## src/rtl/ctrl_rtc_pkg.sv

```systemverilog
// ctrl_rtc_pkg
// Shared definitions for the RTC edit sequencer: FSM state encoding, field
// cursor indices, legal field ranges, RTC register base addresses, the fixed
// RTC init write table and small conversion helpers.
// No ports (package).

package ctrl_rtc_pkg;

    typedef enum logic [1:0] {
        ST_IDLE   = 2'd0,
        ST_EDIT   = 2'd1,
        ST_COMMIT = 2'd2,
        ST_INIT   = 2'd3
    } state_t;

    // Cursor indices. The timer bank uses only the first three.
    localparam logic [2:0] F_SEC   = 3'd0;
    localparam logic [2:0] F_MIN   = 3'd1;
    localparam logic [2:0] F_HOUR  = 3'd2;
    localparam logic [2:0] F_DAY   = 3'd3;
    localparam logic [2:0] F_MONTH = 3'd4;
    localparam logic [2:0] F_YEAR  = 3'd5;

    localparam logic [2:0] CLOCK_LAST = 3'd5;
    localparam logic [2:0] TIMER_LAST = 3'd2;
    localparam logic [2:0] INIT_LAST  = 3'd2;

    // Field ranges (binary).
    localparam logic [6:0] SEC_MIN    = 7'd0;
    localparam logic [6:0] SEC_MAX    = 7'd59;
    localparam logic [6:0] MIN_MIN    = 7'd0;
    localparam logic [6:0] MIN_MAX    = 7'd59;
    localparam logic [6:0] HOUR24_MIN = 7'd0;
    localparam logic [6:0] HOUR24_MAX = 7'd23;
    localparam logic [6:0] HOUR12_MIN = 7'd1;
    localparam logic [6:0] HOUR12_MAX = 7'd12;
    localparam logic [6:0] DAY_MIN    = 7'd1;
    localparam logic [6:0] DAY_MAX    = 7'd31;
    localparam logic [6:0] MONTH_MIN  = 7'd1;
    localparam logic [6:0] MONTH_MAX  = 7'd12;
    localparam logic [6:0] YEAR_MIN   = 7'd0;
    localparam logic [6:0] YEAR_MAX   = 7'd99;

    localparam logic [7:0] CLOCK_BASE = 8'h21;
    localparam logic [7:0] TIMER_BASE = 8'h41;

    // Init sequence, {addr, data}; entry 0 is written first.
    localparam logic [2:0][15:0] INIT_TBL = {16'h10D2, 16'h0200, 16'h0210};

    // Binary (0..99) to two-digit packed BCD.
    function automatic logic [7:0] bin2bcd(input logic [6:0] v);
        return {4'(v / 7'd10), 4'(v % 7'd10)};
    endfunction

    // Hour remap applied when switching into 12 h mode.
    function automatic logic [6:0] hour_to_12h(input logic [6:0] h);
        if (h == 7'd0)
            return 7'd12;
        else if (h >= 7'd13 && h <= 7'd23)
            return h - 7'd12;
        else
            return h;
    endfunction

endpackage

```

## src/rtl/campo_paso.sv

```systemverilog
// campo_paso
// Steps one field value by +1/-1 with wrap-around inside [min_val, max_val].
// A value outside the range (e.g. an hour left above 12 in 12 h mode) is
// clamped as part of the step: up goes to min_val, down goes to max_val.
// Ports:
//   value    in  7  current binary value
//   min_val  in  7  range minimum
//   max_val  in  7  range maximum
//   up       in  1  1 = increment, 0 = decrement
//   next_val out 7  wrapped next value

module campo_paso (
    input  logic [6:0] value,
    input  logic [6:0] min_val,
    input  logic [6:0] max_val,
    input  logic       up,
    output logic [6:0] next_val
);

    always_comb begin
        if (up)
            next_val = (value >= max_val || value < min_val) ? min_val : value + 7'd1;
        else
            next_val = (value <= min_val || value > max_val) ? max_val : value - 7'd1;
    end

endmodule

```

## src/rtl/ctrl_edicion_rtc.sv

```systemverilog
// ctrl_edicion_rtc
// Sequencer between the keyboard decoder pulses and the RTC write port.
// Keeps an editable shadow of the clock fields (sec, min, hour, day, month,
// year) and timer fields (sec, min, hour), moves a field cursor, steps values
// within their ranges and streams register writes to the RTC interface.
//
// Optional feature: define CTRL_EDIT_TIMEOUT_EN to leave EDIT automatically
// after TIMEOUT_CYCLES cycles without any key pulse.
//
// Write handshake: wr_req/wr_addr/wr_data are held stable until wr_ack is
// sampled high while wr_req is high; wr_req then drops for exactly one cycle
// before the next item is requested. wr_ack with wr_req low is ignored.
//
// Ports:
//   clk            in   system clock, rising edge
//   reset          in   asynchronous reset, active low
//   configurate    in   pulse: enter/leave EDIT
//   write          in   pulse: commit selected bank
//   inicializate   in   pulse: run RTC init sequence
//   arriba, abajo  in   pulses: increment/decrement field under cursor
//   izquierda,
//   derecha        in   pulses: move cursor left/right (wrapping)
//   clock_timer    in   level: 0 clock bank, 1 timer bank
//   T24_12         in   level: 0 24 h, 1 12 h
//   wr_ack         in   RTC accepted current write
//   wr_req         out  write request
//   wr_addr[7:0]   out  RTC register address
//   wr_data[7:0]   out  RTC register data
//   editing        out  high in EDIT
//   busy           out  high in COMMIT/INIT
//   cursor[2:0]    out  current field index
//   cursor_val[7:0] out BCD of field under cursor
//   fsm_state      out  current FSM state (debug)

module ctrl_edicion_rtc
    import ctrl_rtc_pkg::*;
#(
    parameter logic [31:0] TIMEOUT_CYCLES = 32'd500_000_000
) (
    input  logic       clk,
    input  logic       reset,
    input  logic       configurate,
    input  logic       write,
    input  logic       inicializate,
    input  logic       arriba,
    input  logic       abajo,
    input  logic       izquierda,
    input  logic       derecha,
    input  logic       clock_timer,
    input  logic       T24_12,
    input  logic       wr_ack,
    output logic       wr_req,
    output logic [7:0] wr_addr,
    output logic [7:0] wr_data,
    output logic       editing,
    output logic       busy,
    output logic [2:0] cursor,
    output logic [7:0] cursor_val,
    output state_t     fsm_state
);

    state_t     state;
    logic [2:0] idx;        // item being written in COMMIT/INIT
    logic       bank_q;     // bank latched when COMMIT starts
    logic       ct_q;       // previous clock_timer, for bank-change detect
    logic       t12_q;      // previous T24_12, for 12 h entry detect

    logic [6:0] c_sec, c_min, c_hour, c_day, c_month, c_year;
    logic [6:0] t_sec, t_min, t_hour;

    assign fsm_state = state;

    // ------------------------------------------------------------------
    // Pulse decode with fixed priority; lower pulses in the same cycle
    // are dropped.
    // ------------------------------------------------------------------
    logic can_cmd, in_edit, bank_chg, hi_pulse, arrows_ok;
    logic act_ini, act_wr, act_cfg, act_up, act_dn, act_r, act_l;
    logic timeout_hit;

    assign can_cmd  = (state == ST_IDLE) || (state == ST_EDIT);
    assign in_edit  = (state == ST_EDIT);
    assign bank_chg = (clock_timer != ct_q);
    assign hi_pulse = inicializate | write | configurate;

    assign act_ini = can_cmd && inicializate;
    assign act_wr  = can_cmd && write && !inicializate;
    assign act_cfg = can_cmd && configurate && !inicializate && !write;

    // A bank change forces the cursor to 0; arrows in that cycle would
    // refer to the wrong bank, so they are dropped.
    assign arrows_ok = in_edit && !hi_pulse && !bank_chg;
    assign act_up    = arrows_ok && arriba;
    assign act_dn    = arrows_ok && abajo && !arriba;
    assign act_r     = arrows_ok && derecha && !arriba && !abajo;
    assign act_l     = arrows_ok && izquierda && !arriba && !abajo && !derecha;

`ifdef CTRL_EDIT_TIMEOUT_EN
    logic        any_key;
    logic [31:0] idle_cnt;

    assign any_key = hi_pulse | arriba | abajo | izquierda | derecha;

    always_ff @(posedge clk or negedge reset) begin
        if (!reset)
            idle_cnt <= '0;
        else if (!in_edit || any_key)
            idle_cnt <= '0;
        else if (idle_cnt != TIMEOUT_CYCLES)
            idle_cnt <= idle_cnt + 32'd1;
    end

    assign timeout_hit = in_edit && !any_key && (idle_cnt == TIMEOUT_CYCLES);
`else
    logic [31:0] unused_timeout;
    assign unused_timeout = TIMEOUT_CYCLES;
    assign timeout_hit    = 1'b0;
`endif

    // ------------------------------------------------------------------
    // Field under the cursor and its range.
    // ------------------------------------------------------------------
    logic [2:0] last_idx;
    logic [6:0] sel_val, sel_min, sel_max, step_next;
    logic       sel_ok, field_en;

    assign last_idx = clock_timer ? TIMER_LAST : CLOCK_LAST;

    always_comb begin
        sel_val = '0;
        sel_min = '0;
        sel_max = '0;
        sel_ok  = 1'b0;
        if (cursor <= last_idx) begin
            sel_ok = 1'b1;
            case (cursor)
                F_SEC: begin
                    sel_val = clock_timer ? t_sec : c_sec;
                    sel_min = SEC_MIN;
                    sel_max = SEC_MAX;
                end
                F_MIN: begin
                    sel_val = clock_timer ? t_min : c_min;
                    sel_min = MIN_MIN;
                    sel_max = MIN_MAX;
                end
                F_HOUR: begin
                    sel_val = clock_timer ? t_hour : c_hour;
                    sel_min = T24_12 ? HOUR12_MIN : HOUR24_MIN;
                    sel_max = T24_12 ? HOUR12_MAX : HOUR24_MAX;
                end
                F_DAY: begin
                    sel_val = c_day;
                    sel_min = DAY_MIN;
                    sel_max = DAY_MAX;
                end
                F_MONTH: begin
                    sel_val = c_month;
                    sel_min = MONTH_MIN;
                    sel_max = MONTH_MAX;
                end
                F_YEAR: begin
                    sel_val = c_year;
                    sel_min = YEAR_MIN;
                    sel_max = YEAR_MAX;
                end
                default: sel_ok = 1'b0;
            endcase
        end
    end

    campo_paso u_paso (
        .value    (sel_val),
        .min_val  (sel_min),
        .max_val  (sel_max),
        .up       (act_up),
        .next_val (step_next)
    );

    assign field_en   = (act_up || act_dn) && sel_ok;
    assign cursor_val = bin2bcd(sel_val);

    // ------------------------------------------------------------------
    // Shadow field registers.
    // ------------------------------------------------------------------
    always_ff @(posedge clk or negedge reset) begin
        if (!reset) begin
            c_sec   <= SEC_MIN;
            c_min   <= MIN_MIN;
            c_hour  <= HOUR24_MIN;
            c_day   <= DAY_MIN;
            c_month <= MONTH_MIN;
            c_year  <= YEAR_MIN;
            t_sec   <= SEC_MIN;
            t_min   <= MIN_MIN;
            t_hour  <= HOUR24_MIN;
            ct_q    <= 1'b0;
            t12_q   <= 1'b0;
        end else begin
            ct_q  <= clock_timer;
            t12_q <= T24_12;
            if (field_en) begin
                case (cursor)
                    F_SEC:   if (clock_timer) t_sec  <= step_next; else c_sec  <= step_next;
                    F_MIN:   if (clock_timer) t_min  <= step_next; else c_min  <= step_next;
                    F_HOUR:  if (clock_timer) t_hour <= step_next; else c_hour <= step_next;
                    F_DAY:   c_day   <= step_next;
                    F_MONTH: c_month <= step_next;
                    F_YEAR:  c_year  <= step_next;
                    default: ;
                endcase
            end
            // Entering 12 h mode remaps both hour registers; this wins over
            // a step in the same cycle. Leaving 12 h keeps the values.
            if (T24_12 && !t12_q) begin
                c_hour <= hour_to_12h(c_hour);
                t_hour <= hour_to_12h(t_hour);
            end
        end
    end

    // ------------------------------------------------------------------
    // Write item for the current idx.
    // ------------------------------------------------------------------
    logic [6:0] item_val;
    logic [7:0] item_addr, item_data;
    logic [2:0] item_last;

    always_comb begin
        item_val = '0;
        if (bank_q) begin
            case (idx)
                F_SEC:   item_val = t_sec;
                F_MIN:   item_val = t_min;
                F_HOUR:  item_val = t_hour;
                default: item_val = '0;
            endcase
        end else begin
            case (idx)
                F_SEC:   item_val = c_sec;
                F_MIN:   item_val = c_min;
                F_HOUR:  item_val = c_hour;
                F_DAY:   item_val = c_day;
                F_MONTH: item_val = c_month;
                F_YEAR:  item_val = c_year;
                default: item_val = '0;
            endcase
        end

        if (state == ST_INIT) begin
            item_addr = INIT_TBL[idx[1:0]][15:8];
            item_data = INIT_TBL[idx[1:0]][7:0];
            item_last = INIT_LAST;
        end else begin
            item_addr = (bank_q ? TIMER_BASE : CLOCK_BASE) + {5'd0, idx};
            item_data = bin2bcd(item_val);
            item_last = bank_q ? TIMER_LAST : CLOCK_LAST;
        end
    end

    // ------------------------------------------------------------------
    // Main FSM with registered outputs.
    // ------------------------------------------------------------------
    always_ff @(posedge clk or negedge reset) begin
        if (!reset) begin
            state   <= ST_IDLE;
            wr_req  <= 1'b0;
            wr_addr <= '0;
            wr_data <= '0;
            editing <= 1'b0;
            busy    <= 1'b0;
            cursor  <= '0;
            idx     <= '0;
            bank_q  <= 1'b0;
        end else begin
            case (state)
                ST_IDLE, ST_EDIT: begin
                    if (act_ini) begin
                        state   <= ST_INIT;
                        busy    <= 1'b1;
                        editing <= 1'b0;
                        idx     <= '0;
                    end else if (act_wr) begin
                        state   <= ST_COMMIT;
                        busy    <= 1'b1;
                        editing <= 1'b0;
                        idx     <= '0;
                        bank_q  <= clock_timer;
                    end else if (act_cfg) begin
                        if (state == ST_IDLE) begin
                            state   <= ST_EDIT;
                            editing <= 1'b1;
                            cursor  <= '0;
                        end else begin
                            state   <= ST_IDLE;
                            editing <= 1'b0;
                        end
                    end else if (state == ST_EDIT) begin
                        if (bank_chg)
                            cursor <= '0;
                        else if (act_r)
                            cursor <= (cursor >= last_idx) ? 3'd0 : cursor + 3'd1;
                        else if (act_l)
                            cursor <= (cursor == 3'd0) ? last_idx : cursor - 3'd1;
                        else if (timeout_hit) begin
                            state   <= ST_IDLE;
                            editing <= 1'b0;
                        end
                    end
                end

                ST_COMMIT, ST_INIT: begin
                    if (wr_req) begin
                        if (wr_ack) begin
                            wr_req <= 1'b0;
                            if (idx == item_last) begin
                                state <= ST_IDLE;
                                busy  <= 1'b0;
                            end else begin
                                idx <= idx + 3'd1;
                            end
                        end
                    end else begin
                        // Entry cycle or the one-cycle gap after an ack.
                        wr_req  <= 1'b1;
                        wr_addr <= item_addr;
                        wr_data <= item_data;
                    end
                end

                default: state <= ST_IDLE;
            endcase
        end
    end

endmodule

```

## config.mk

```make
export PLATFORM = sky130hd
export DESIGN_NAME = ctrl_edicion_rtc
export DESIGN_NICKNAME = d
export VERILOG_FILES = /design/src/rtl/ctrl_rtc_pkg.sv /design/src/rtl/campo_paso.sv /design/src/rtl/ctrl_edicion_rtc.sv
export SDC_FILE = /design/constraint.sdc
export NUM_CORES = 1
export LEC_CHECK = 0
export BUFFER_PORTS_ARGS = -buffer_cell sky130_fd_sc_hd__clkbuf_2
export CAP_MARGIN = 20
export CORE_ASPECT_RATIO = 0.6
export CORE_MARGIN = 10
export CORE_UTILIZATION = 60
export CTS_CLUSTER_SIZE = 14
export DETAILED_ROUTE_END_ITERATION = 12
export PLACE_DENSITY = 0.79
export SYNTH_ARGS = -nofsm -noshare
export SYNTH_HDL_FRONTEND = slang
export SYNTH_SLANG_ARGS = --single-unit
```

## constraint.sdc

```tcl
create_clock -name clk -period 6.55 [get_ports clk]
set_input_delay 0.3275 -clock clk [delete_from_list [all_inputs] [get_ports clk]]
set_output_delay 0.3275 -clock clk [all_outputs]
set_load 0.1 [all_outputs]
```

==> Word level (Yosys, flattened, before mapping) <==
Index checks and enable logic that the tools add are counted.
{ "totals": {"reg_bits": 93, "latchBits": 0, "mem_bits_rw": 0, "rom_bits": 0, "input_bits": 12, "out_inout_bits": 32, "elab_cells": 213, "memories": 0} }
{ "classes": {"add_sub_neg": 8, "n_mul": 0, "div": 4, "n_lt_le_gt_ge": 11, "eq_ne": 25, "n_shift": 0, "muxes": 73, "n_bitwise": 6, "n_reduce_logical": 66} }
{ "ops": {"columns": ["operator", "n"], "rows": [
  ["2-to-1 mux 7 bit", 23],
  ["one-hot mux 7 bit (6 select lines)", 2],
  ["2-to-1 mux 3 bit", 16],
  ["one-hot mux 7 bit (5 select lines)", 1],
  ["binary-select mux 16 bit (select 2 bit)", 1],
  ["logical AND 1 bit", 22],
  ["one-hot mux 7 bit (3 select lines)", 1],
  ["AND reduction 4 bit", 5],
  ["2-to-1 mux 16 bit", 1],
  ["2-to-1 mux 8 bit", 2],
  ["2-to-1 mux 1 bit", 15],
  ["AND reduction 3 bit", 5],
  ["divider 7 x 4 -> 7 bit, second input constant", 2],
  [">= comparator 7 x 4 -> 1 bit, second input constant", 2],
  ["<= comparator 7 x 5 -> 1 bit, second input constant", 2],
  ["zero test 7 bit", 2],
  ["remainder unit 7 x 4 -> 7 bit, second input constant", 2],
  ["subtractor 7 x 4 -> 7 bit, second input constant", 2],
  ["== test 3 x 2 -> 1 bit, second input constant", 4],
  ["== test 3 bit, second input constant", 4],
  ["2-to-1 mux 2 bit", 6],
  ["AND reduction 2 bit", 5],
  ["adder 7 x 3 -> 8 bit", 1],
  ["zero test 1 bit", 8],
  ["other kinds (36)", 59]
]} }

==> Logic depth before layout (Yosys ltp) <==
Gate-level depths: netlist (run 1).
{ "logic_depth": {"word_depth": 14, "depth_mapped": 20} }

==> Modules after synthesis <==
A second synthesis (run 1) with hierarchy kept.
{ "hier_totals": {"cells_unflattened": 779, "hier_area_um2": 7033.0} }
{ "modules_own_cells": {"columns": ["module", "n_inst", "cells_each", "area_each_um2"], "rows": [
  ["ctrl_edicion_rtc", 1, 674, 6242.2],
  ["campo_paso", 1, 105, 790.8]
]} }

==> Least setup slack after synthesis (run 1) <==
No wires, ideal clock.
{ "synth_timing": {"path_type": "reg2out", "from": "reg cursor[0]", "to": "out cursor_val[1]", "arrival_time_ps": 7828, "slack_ps": -1606, "stages_incl_launch_ff": 16, "n_path_buf": 2, "path_cell_list": "dfrtp_1 > ha_1 > buf_2 > buf_2 > a222oi_1 > a221oi_1 > a211oi_1 > nor3_1 > inv_1 > ha_1 > nand2b_1 > o2111ai_1 > o21a_1 > o211a_1 > a211oi_2 > xnor2_1"} }
{ "synth_via": {"elab_chain_cells": 4} }
{ "synth_lines": {"columns": ["item", "line", "rtl"], "rows": [
  ["from (decl)", "ctrl_edicion_rtc.sv:57", "output logic [2:0] cursor,"],
  ["from (signal assigned)", "ctrl_edicion_rtc.sv:302", "cursor <= (cursor >= last_idx) ? 3'd0 : cursor + 3'd1;"],
  ["from (signal assigned)", "ctrl_edicion_rtc.sv:304", "cursor <= (cursor == 3'd0) ? last_idx : cursor - 3'd1;"],
  ["== test 3 bit, or another cell as far along", "ctrl_edicion_rtc.sv:136", "case (cursor)"],
  ["one-hot mux 7 bit (6 select lines)", "ctrl_edicion_rtc.sv:136", null],
  ["2-to-1 mux 7 bit (*)", "ctrl_edicion_rtc.sv:134", "if (cursor <= last_idx) begin"],
  ["remainder unit 7 x 4 -> 7 bit (*)", "ctrl_rtc_pkg.sv:52", "return {4'(v / 7'd10), 4'(v % 7'd10)};"],
  ["to (decl)", "ctrl_edicion_rtc.sv:58", "output logic [7:0] cursor_val,"]
]} }
Mark *: on every way between the ends. The rest lies on a longest branch, timed or not.

==> Final worst setup path (run 1) <==
{ "layout_timing": {"from": "reg cursor[0]", "to": "out cursor_val[2]"} }
Same word-level chain as after synthesis.

==> results by group, run 1 <==
Status
  – Run status: complete, but fails checks
  – Failing checks: negative hold slack

Global route
  – Initial antenna violation count: 0
  – Overflow after GRT: 0
  – Largest net degree at the start of global routing: 49
  – Number of global-route vias before repair: 6231
  – First-pass GRT wire length: 34900 um
  – Total global-route track usage: 27.2%

Route
  – Vias after detailed routing: 6530
  – DR pass1 iterations: 8
  – Vias per std cell: 6.95
  – Routed wire length: 21900 um
  – DR WL/cell: 23.3 um
  – DRC errors left: 0
  – ANT nets after route: 0
  – 1st-iter DRT viols: 968

Timing
  – Period utilization: 88.3%
  – RSZ-0062 raised after global routing: false
  – Worst Skew: 0.0108 ns
  – Period minus WS final: 5.78 ns
  – Slew @ Worst Pin: 1.07 ns
  – Hold slack: -0.0214 ns
  – Final hold vios: 32
  – # setup viols final: 0
  – Worst slew margin: 28.7%
  – Peak Freq: 173 MHz
  – Slew Limit Fails: 0

Min path
  – Hold Crit Class: in2async

Placement
  – Placer congestion estimate: 0.984
  – DP Wirelength: 16300 um
  – # port buffers: 42

Floorplan
  – Die X: 158 um
  – Die height: 103 um
  – Starting density of the core: 61.3%
  – Rows: 30
  – Core Region: 11300 sq um
  – Top-Level Pins: 44
  – DIE AREA: 16300 sq um

Cells and area
  – Synth-to-Final Area Change: 8.65%
  – Nets@finish: 839
  – Ant diodes: 0
  – Layout cells sized above 1: 17.1%

Synth
  – Top cells by area, synth: dfrtp_1 33%, ha_1 6.5%, mux2_2 6.0%
  – Syn_nets: 817
  – Yosys warnings: 0
  – Synth unique cells: 82
  – Synthesized flop and latch total: 92
  – Asr flop ratio synth: 100%
  – Sequential area share after synthesis: 33.4%
  – EDFF count, synth: 0
  – Netlist Area Pre-Place: 6900 sq um
  – Main flop type after synthesis: dfrtp_1
  – Top cell type's share of synthesized area: 32.6%
  – Syn_area_per_cell: 8.97 sq um
  – Synth area leader: dfrtp_1
  – Cell count after synthesis: 769

Clock network
  – CTS tree: built
  – Clk slew on worst S/H paths: 0.07 ns
  – Clk Latency, worst-skew pair: 0.35 ns
  – Buffer count from post-CTS setup fixing: 0
  – Total clock sinks: 92
  – CTS HTree Levels: 3
  – TritonCTS Buffers: 9
  – Root buf cell: clkbuf_16
  – Post-CTS Resized: 0
  – Hold_buf cts: 0
  – Clock Path Buffers: 2

Critical path
  – CP Data Arrival Time: 5.46 ns
  – Setup CP Type: reg2out
  – WP data required: 6.22 ns
  – Crit-path max FO: 17
  – CP Capture Type: output pin
  – Worst setup SP type: flop

Power
  – Total power: 4.26 mW
  – Leakage: 3.35 nW
  – Worst IR drop on VDD: 0.375 mV
  – Pwr/cell area: 568 nW/um^2

Flow run
  – Max cap viols: 0
==> where the power goes <==
part | internal, mW | switching, mW | leakage (nW)
sequential | 0.680 | 0.187 | 1.22
combinational | 0.770 | 2.06 | 1.98
clock | 0.336 | 0.226 | 0.147
==> synth_stat cells (4+ instances only) <==
| library cell | n |
|---|---|
| clkbuf_1 | 18 |
| dfrtp_1 | 90 |
| inv_1 | 26 |
| mux2_2 | 37 |
| a22oi_1 | 13 |
| or2_2 | 4 |
| a22o_1 | 7 |
| nand2b_1 | 10 |
| o21ai_0 | 67 |
| mux2i_1 | 19 |
| a221o_1 | 4 |
| o31ai_1 | 14 |
| nand2_1 | 80 |
| and2_1 | 11 |
| o22ai_1 | 6 |
| a21oi_1 | 44 |
| nor2_1 | 53 |
| o21a_1 | 6 |
| nand3_1 | 20 |
| buf_2 | 13 |
| xor2_1 | 5 |
| nor2b_1 | 13 |
| a31oi_1 | 6 |
| a222oi_1 | 12 |
| nand4_1 | 4 |
| a32oi_1 | 6 |
| buf_4 | 5 |
| ha_1 | 36 |
| nor4_1 | 5 |
| a21o_1 | 11 |
| o2bb2ai_1 | 4 |
| a221oi_1 | 4 |
| a31o_2 | 5 |
| a211oi_1 | 11 |
| xnor2_1 | 5 |
| o211ai_1 | 9 |
| nor3_1 | 9 |
| and3_1 | 5 |
==> logic make-up after synthesis <==
family	Yosys count	share of synthesized area, %
compound gates	273	28.7
simple gates	231	16.3
flops	92	33.4
buf+inv	67	4.26
mux	59	9.45
fa+ha+maj	36	6.53
xor+xnor	10	1.27
other cells	1	0.0543
==> final cells by class <==
type | count | area [sq um]
clock buffers | 12 | 236
clock inverters | 4 | 76.3
fillers | 914 | 3760
inverters | 27 | 101
multi-input cells | 610 | 4320
flip-flops and latches | 92 | 2300
well taps | 144 | 180
repair buffers | 51 | 280
==> state kept, by name, indices dropped and copies added (netlist names), 2 cells and up <==
name	cells
wr_data	8
c_day	7
c_hour	7
c_min	7
c_month	7
c_sec	7
c_year	7
t_hour	7
t_min	7
t_sec	7
wr_addr	7
cursor	3
idx	3
fsm_state	2
==> worst max-delay path, stage by stage (launching register included) <==
cell and delay, ns:
dfrtp_1 0.46, inv_1 0.15, ha_1 0.64, nor2b_1 0.40, nor4_1 0.19, nor2_1 0.61
o2111a_1 0.41, nand3_1 0.10, a31o_2 0.30, ha_1 0.23, nand2b_1 0.13, o2111ai_1 0.14
o21a_1 0.16, o211a_1 0.14, a211oi_4 0.31, mux2i_2 0.24, clkbuf_2 0.48
==> stage by stage <==
stage                     setup TNS [ns]  cells  area, sq um  utilization, %  setup WS, ns
after global placement                 0    924         7180            63.8          1.50
after detailed placement               0    924         7180            63.8          1.29
after floorplan                   -0.319    769         6920               -        -0.319
final                                  0    940         7500            66.6         0.767
after global routing                   0    940         7500            66.6         0.435
after CTS                              0    940         7500            66.6         0.888
==> routing by layer <==
| metal | part of all wire [%] | up-vias | wire [um] | GRT usage, % |
|---|---|---|---|---|
| met4 | 2.0 | 0 | 442 | 6.17 |
| met2 | 41 | 416 | 9020 | 39.5 |
| met1 | 44 | 3124 | 9670 | 38.7 |
| met3 | 13 | 44 | 2750 | 8.21 |
| met5 | 0 | - | 0 | 0 |
| li1 | - | 2946 | - | - |
==> cell usage in the layout, fill, tap and decap left out, drive strengths merged, types with 11 or more instances in the layout <==
cell,instances
nand2,80
nand3,20
dfrtp,90
a21oi,45
a22oi,14
inv,27
mux2i,19
nor3,11
nor2,53
a21o,11
o31ai,15
o21ai,68
a211oi,12
a222oi,12
mux2,40
ha,36
and2,12
clkbuf,53
nor2b,13
==> worst paths after layout <==
check / start / end / slack, ns / cells after the start
max in group asynchronous: reset / cursor[1] / 5.51 / 2
worst max register to register: cursor[2] / t_min[5] / 1.32 / 16
worst min-delay path: reset / t_sec[1] / -0.02 / 1
worst min register to register: wr_addr[2] / wr_addr[2] / 0.48 / 2
min in group clk: T24_12 / t12_q / 0.22 / 1
worst max-delay path: cursor[0] / cursor_val[2] / 0.77 / 16
Power figures use the tool's default switching activity.
==> inputs of run 2 (changes only) <==
CORE_ASPECT_RATIO = unset   (was 0.6)
==> results by group, run 2 (synthesis results as in run 1) <==
Cells and area
  – Filler instances: 912
  – Ant diodes: 0
  – Most frequent cells in the layout: 90 x dfrtp_1, 80 x nand2_1, 67 x o21ai_0, 53 x nor2_1, 44 x a21oi_1
  – Largest register FFs: 8
  – Final core utilization: 66.4%
  – Layout Cells excl Fill: 938
  – Nets@finish: 838
  – Largest Register: wr_data
  – Synth-to-Final Area Change: 8.92%
  – Layout cells sized above 1: 17.1%
  – Commonest non-fill, non-tap cell in the layout: dfrtp_1

Floorplan
  – Die X: 127 um
  – Rows: 39
  – Die height: 127 um
  – DIE AREA: 16200 sq um
  – Core Region: 11300 sq um
  – Top-Level Pins: 44
  – Starting density of the core: 61.0%

Status
  – Run status: completed

Timing
  – # setup viols final: 0
  – RSZ-0062 raised after global routing: false
  – Period utilization: 88.1%
  – Worst Skew: 0.0100 ns
  – Peak Freq: 173 MHz
  – Period minus WS final: 5.77 ns
  – Final worst slack: 0.776 ns
  – Slew Limit Fails: 0
  – Final hold vios: 0
  – Worst slew margin: 25.0%
  – Slew @ Worst Pin: 1.12 ns

Route
  – DRC errors left: 0
  – Routed wire length: 20700 um
  – DR WL/cell: 22.0 um
  – DR pass1 iterations: 6
  – Vias after detailed routing: 6506
  – ANT nets after route: 0
  – 1st-iter DRT viols: 888
  – Vias per std cell: 6.94

Critical path
  – WP data required: 6.22 ns
  – CP Capture Type: output pin
  – Crit-path max FO: 21
  – Worst setup SP type: flop
  – CP Data Arrival Time: 5.45 ns
  – Buf/Inv on CP: 2
  – Worst reg2reg path depth: 16
  – Critical path depth in cells: 18
  – Worst path most repeated cell: ha_1
  – Critical Path, Cell by Cell: inv_1 > ha_1 > and2_1 > a221o_1 > a21oi_1 > nor3_1 > a211o_1 > o2111a_1 > nand3_1 > a31o_2 > ha_1 > nand2b_1 > o2111ai_1 > o21a_1 > o211a_1 > a211oi_4 > mux2i_2 > clkbuf_2
  – Largest delay contributor family on the critical path: compound AO/OA/AOI/OAI gates
  – Setup CP Type: reg2out
  – Crit path largest cell delay: 0.70 ns
  – Slowest cell on crit path: ha_1

Clock network
  – Clk Latency, worst-skew pair: 0.36 ns
  – CTS HTree Levels: 3
  – Root buf cell: clkbuf_16
  – Total clock sinks: 92
  – TritonCTS Buffers: 9
  – Buffer count from post-CTS setup fixing: 0
  – Clk slew on worst S/H paths: 0.07 ns
  – CTS tree: built
  – Clock Path Buffers: 2

Global route
  – Total global-route track usage: 24.9%
  – Overflow after GRT: 0
  – Largest net degree at the start of global routing: 84
  – Number of global-route vias before repair: 6006
  – First-pass GRT wire length: 33000 um
  – Initial antenna violation count: 0

Placement
  – DP Wirelength: 15000 um
  – # port buffers: 42
  – Placer congestion estimate: 0.900
  – Place WS: 1.00 ns
  – Placed cell count: 920

Min path
  – WHS Path Cells: 1
  – Hold Crit Class: in2reg

Power
  – Pwr/cell area: 563 nW/um^2
  – Leakage: 3.35 nW
  – Worst IR drop on VDD: 1.17 mV

Flow run
  – Max cap viols: 0
## run 2: cell types whose count changed in the layout (fill, tap and decap cells not counted)
cell,previous run,this run
dlygate4sd3_1,0,1
buf_16,0,1
buf_4,10,7
clkbuf_1,3,1
clkinvlp_4,1,2
clkinv_2,0,1
## run 2: per-stage QoR
stage / hold WS, ns / power (mW) / TNS, ns / area [sq um]
final: 0.189 / 4.23 / 0 / 7520
after global routing: 0.191 / 4.43 / 0 / 7520
after floorplan: 0.0319 / 2.98 / -0.319 / 6920
after global placement: 0.161 / 3.54 / 0 / 7160
after CTS: 0.180 / 4.18 / 0 / 7490
after detailed placement: 0.161 / 3.60 / 0 / 7160
## run 2: path summary, 6_finish.rpt
check | start | end | slack [ns]
worst max-delay path | cursor[1] | cursor_val[2] | 0.78
worst min-delay path | T24_12 | t12_q | 0.19
worst max register to register | cursor[2] | c_min[0] | 1.28
worst min register to register | wr_addr[4] | wr_addr[4] | 0.48
max in group asynchronous | reset | c_month[0] | 5.23
min in group asynchronous | reset | cursor[2] | 0.33
## run 2: where the power goes
group | total (mW) | switching (mW) | internal (mW)
combinational | 2.80 | 2.04 | 0.764
sequential | 0.860 | 0.180 | 0.680
clock | 0.569 | 0.234 | 0.335
## run 2: what timing repair did
| action | in CTS | in global routing |
|---|---|---|
| resized for setup | 0 | 0 |
| hold buffers | 1 | 0 |
| endpoints found under the hold margin | 9 | 0 |
## run 2: layout make-up
cell class / instances / area, sq um / area share [%]
sequential: 92 / 2300 / 30.7
inverter: 27 / 101 / 1.35
tap: 143 / 179 / 2.38
clock buffer: 10 / 229 / 3.05
multi-input combinational: 610 / 4320 / 57.4
timing repair buffer: 50 / 295 / 3.93
clock inverter: 6 / 88.8 / 1.18
## run 2: layer usage
layer | track usage (%) | vias up | wire length [um]
met4 | 7.17 | 0 | 460
met3 | 5.00 | 45 | 1450
li1 | - | 2941 | -
met2 | 39.3 | 339 | 9610
met1 | 34.0 | 3181 | 9130
met5 | 0 | - | 0
==> inputs of run 3 (changes only) <==
BUFFER_PORTS_ARGS = -buffer_cell sky130_fd_sc_hd__buf_2   (was -buffer_cell sky130_fd_sc_hd__clkbuf_2)
CORE_UTILIZATION = 30   (was 60)
MAX_ROUTING_LAYER = met4   (was unset)
PLACE_DENSITY = unset   (was 0.79)
==> results by group, run 3 (synthesis results as in run 1) <==
Route
  – ANT nets after route: 0
  – Vias per std cell: 5.69
  – Vias after detailed routing: 6139
  – DR WL/cell: 19.0 um
  – DR pass1 iterations: 9
  – DRC errors left: 0
  – 1st-iter DRT viols: 584
  – Routed wire length: 20600 um

Timing
  – # setup viols final: 0
  – Slew Limit Fails: 0
  – Worst slew margin: 33.2%
  – RSZ-0062 raised after global routing: false
  – Hold slack: 0.186 ns
  – Period minus WS final: 5.76 ns
  – Slew @ Worst Pin: 1.00 ns
  – TNS Setup: 0 ns
  – Worst Skew: 0.0143 ns
  – Final worst slack: 0.788 ns
  – Period utilization: 88.0%
  – Peak Freq: 174 MHz
  – Final hold vios: 0

Critical path
  – Crit-path max FO: 17
  – Setup CP Type: reg2out
  – Critical R2R Capture: t_hour[5]
  – Worst r2r src: cursor[1]
  – CP Data Arrival Time: 5.43 ns
  – Worst setup SP type: flop
  – WP data required: 6.22 ns
  – Worst reg2reg path depth: 15
  – R2R Setup Slk: 1.41 ns
  – CP Capture Type: output pin

Cells and area
  – Filler instances: 2328
  – Most frequent cells in the layout: 90 x dfrtp_1, 80 x nand2_1, 67 x o21ai_0, 53 x nor2_1, 44 x a21oi_1
  – Synth-to-Final Area Change: 10.8%
  – Ant diodes: 0
  – Final Cell Area: 7650 sq um
  – Register area: 2300 sq um
  – Area of the multi-input gates: 4320 sq um
  – Commonest non-fill, non-tap cell in the layout: dfrtp_1
  – Largest register FFs: 8
  – Layout cells sized above 1: 17.3%
  – Nets@finish: 837
  – Largest Register: wr_data

Clock network
  – Buffer count from post-CTS setup fixing: 0
  – Root buf cell: clkbuf_16
  – Clk Latency, worst-skew pair: 0.36 ns
  – CTS tree: built
  – Total clock sinks: 92
  – Clk slew on worst S/H paths: 0.07 ns
  – Clock Path Buffers: 2
  – TritonCTS Buffers: 9
  – CTS HTree Levels: 3

Global route
  – Overflow after GRT: 0
  – Initial antenna violation count: 0
  – Number of global-route vias before repair: 5747
  – First-pass GRT wire length: 32800 um
  – Largest net degree at the start of global routing: 59
  – Total global-route track usage: 14.3%

Power
  – Logic pwr share: 66.7%
  – Pwr/cell area: 540 nW/um^2
  – Clock power share: 12.7%
  – Sw frac: 58.4%
  – Worst IR drop on VDD: 0.501 mV
  – Int Pwr: 1.72 mW
  – Leakage: 3.34 nW
  – Seq pwr share: 20.6%
  – P_sw: 2.41 mW

Placement
  – DP Wirelength: 14900 um
  – # port buffers: 42
  – Placed cell areas: 7340 sq um
  – Placer congestion estimate: 0.906
  – Place WS: 1.14 ns

Min path
  – WHS Path Cells: 1
  – Hold Crit Class: in2reg
  – Hold Path End: t12_q
  – Hold Startpoint: T24_12

Floorplan
  – Die X: 172 um
  – Die height: 172 um
  – Starting density of the core: 30.5%
  – Top-Level Pins: 44
  – DIE AREA: 29500 sq um
  – Rows: 55
  – Core Region: 22600 sq um

Status
  – Run status: completed

Flow run
  – Max cap viols: 0
[run 3: cell types whose count changed in the layout (fill, tap and decap cells not counted), moves of 2 or more]
cell       before  now
bufinv_16       2    0
inv_6           0    3
buf_2           0   41
clkbuf_2       41    0
[run 3: power by group through the flow]
stage	logic (mW)	clock network (mW)	registers [mW]
global placement	2.73	0	0.859
CTS	2.74	0.532	0.850
global route	2.97	0.558	0.872
floorplan	1.82	0	1.17
detailed placement	2.73	0	0.859
finish	2.75	0.525	0.853
[run 3: repair_timing]
item | in CTS | in global routing
hold buffers | 1 | 0
endpoints found under the hold margin | 34 | 0
gates resized for setup | 0 | 0
[run 3: routing by layer]
layer  vias up  part of all wire, %  global-route usage (%)
li1       2939                    -                       -
met1      2975                   46                    19.2
met2       194                   46                    21.3
met3        31                  5.5                    1.88
met4         0                  2.4                    5.29
met5         -                    0                       -
[run 3: critical path: stages (launching register included)]
cell	delay (ns)
dfrtp_1	0.50
inv_1	0.16
ha_1	0.46
a22oi_1	0.30
a211oi_1	0.16
nor3_2	0.68
nor2_1	0.18
nand2_1	0.18
o2111a_1	0.32
nand3_1	0.11
a31o_2	0.30
ha_1	0.23
nand2b_1	0.11
o2111ai_1	0.11
o21a_1	0.16
o211a_1	0.13
a211oi_4	0.30
mux2i_2	0.23
buf_2	0.44
[run 3: area by class of cell]
class / instances / area share [%]
clock inverter: 6 / 0.704
timing repair buffer: 49 / 3.50
multi-input combinational: 610 / 56.5
inverter: 27 / 1.33
clock buffer: 10 / 3.12
sequential: 92 / 30.1
tap: 285 / 4.66
[run 3: worst max-delay path by stage]
stage | to | start | slack, ns
floorplan | cursor_val[1] | cursor[0] | -0.32
global placement | cursor_val[2] | clock_timer | 1.34
detailed placement | cursor_val[2] | clock_timer | 1.14
CTS | cursor_val[2] | cursor[0] | 0.85
global route | cursor_val[2] | cursor[1] | 0.40
finish | cursor_val[2] | cursor[0] | 0.79
[run 3: through the flow]
stage               cells  utilization (%)  power, mW
detailed placement   1062             32.4       3.59
floorplan             769                -       2.98
global placement     1062             32.4       3.59
global route         1079             33.8       4.40
CTS                  1079             33.8       4.13
finish               1079             33.8       4.13
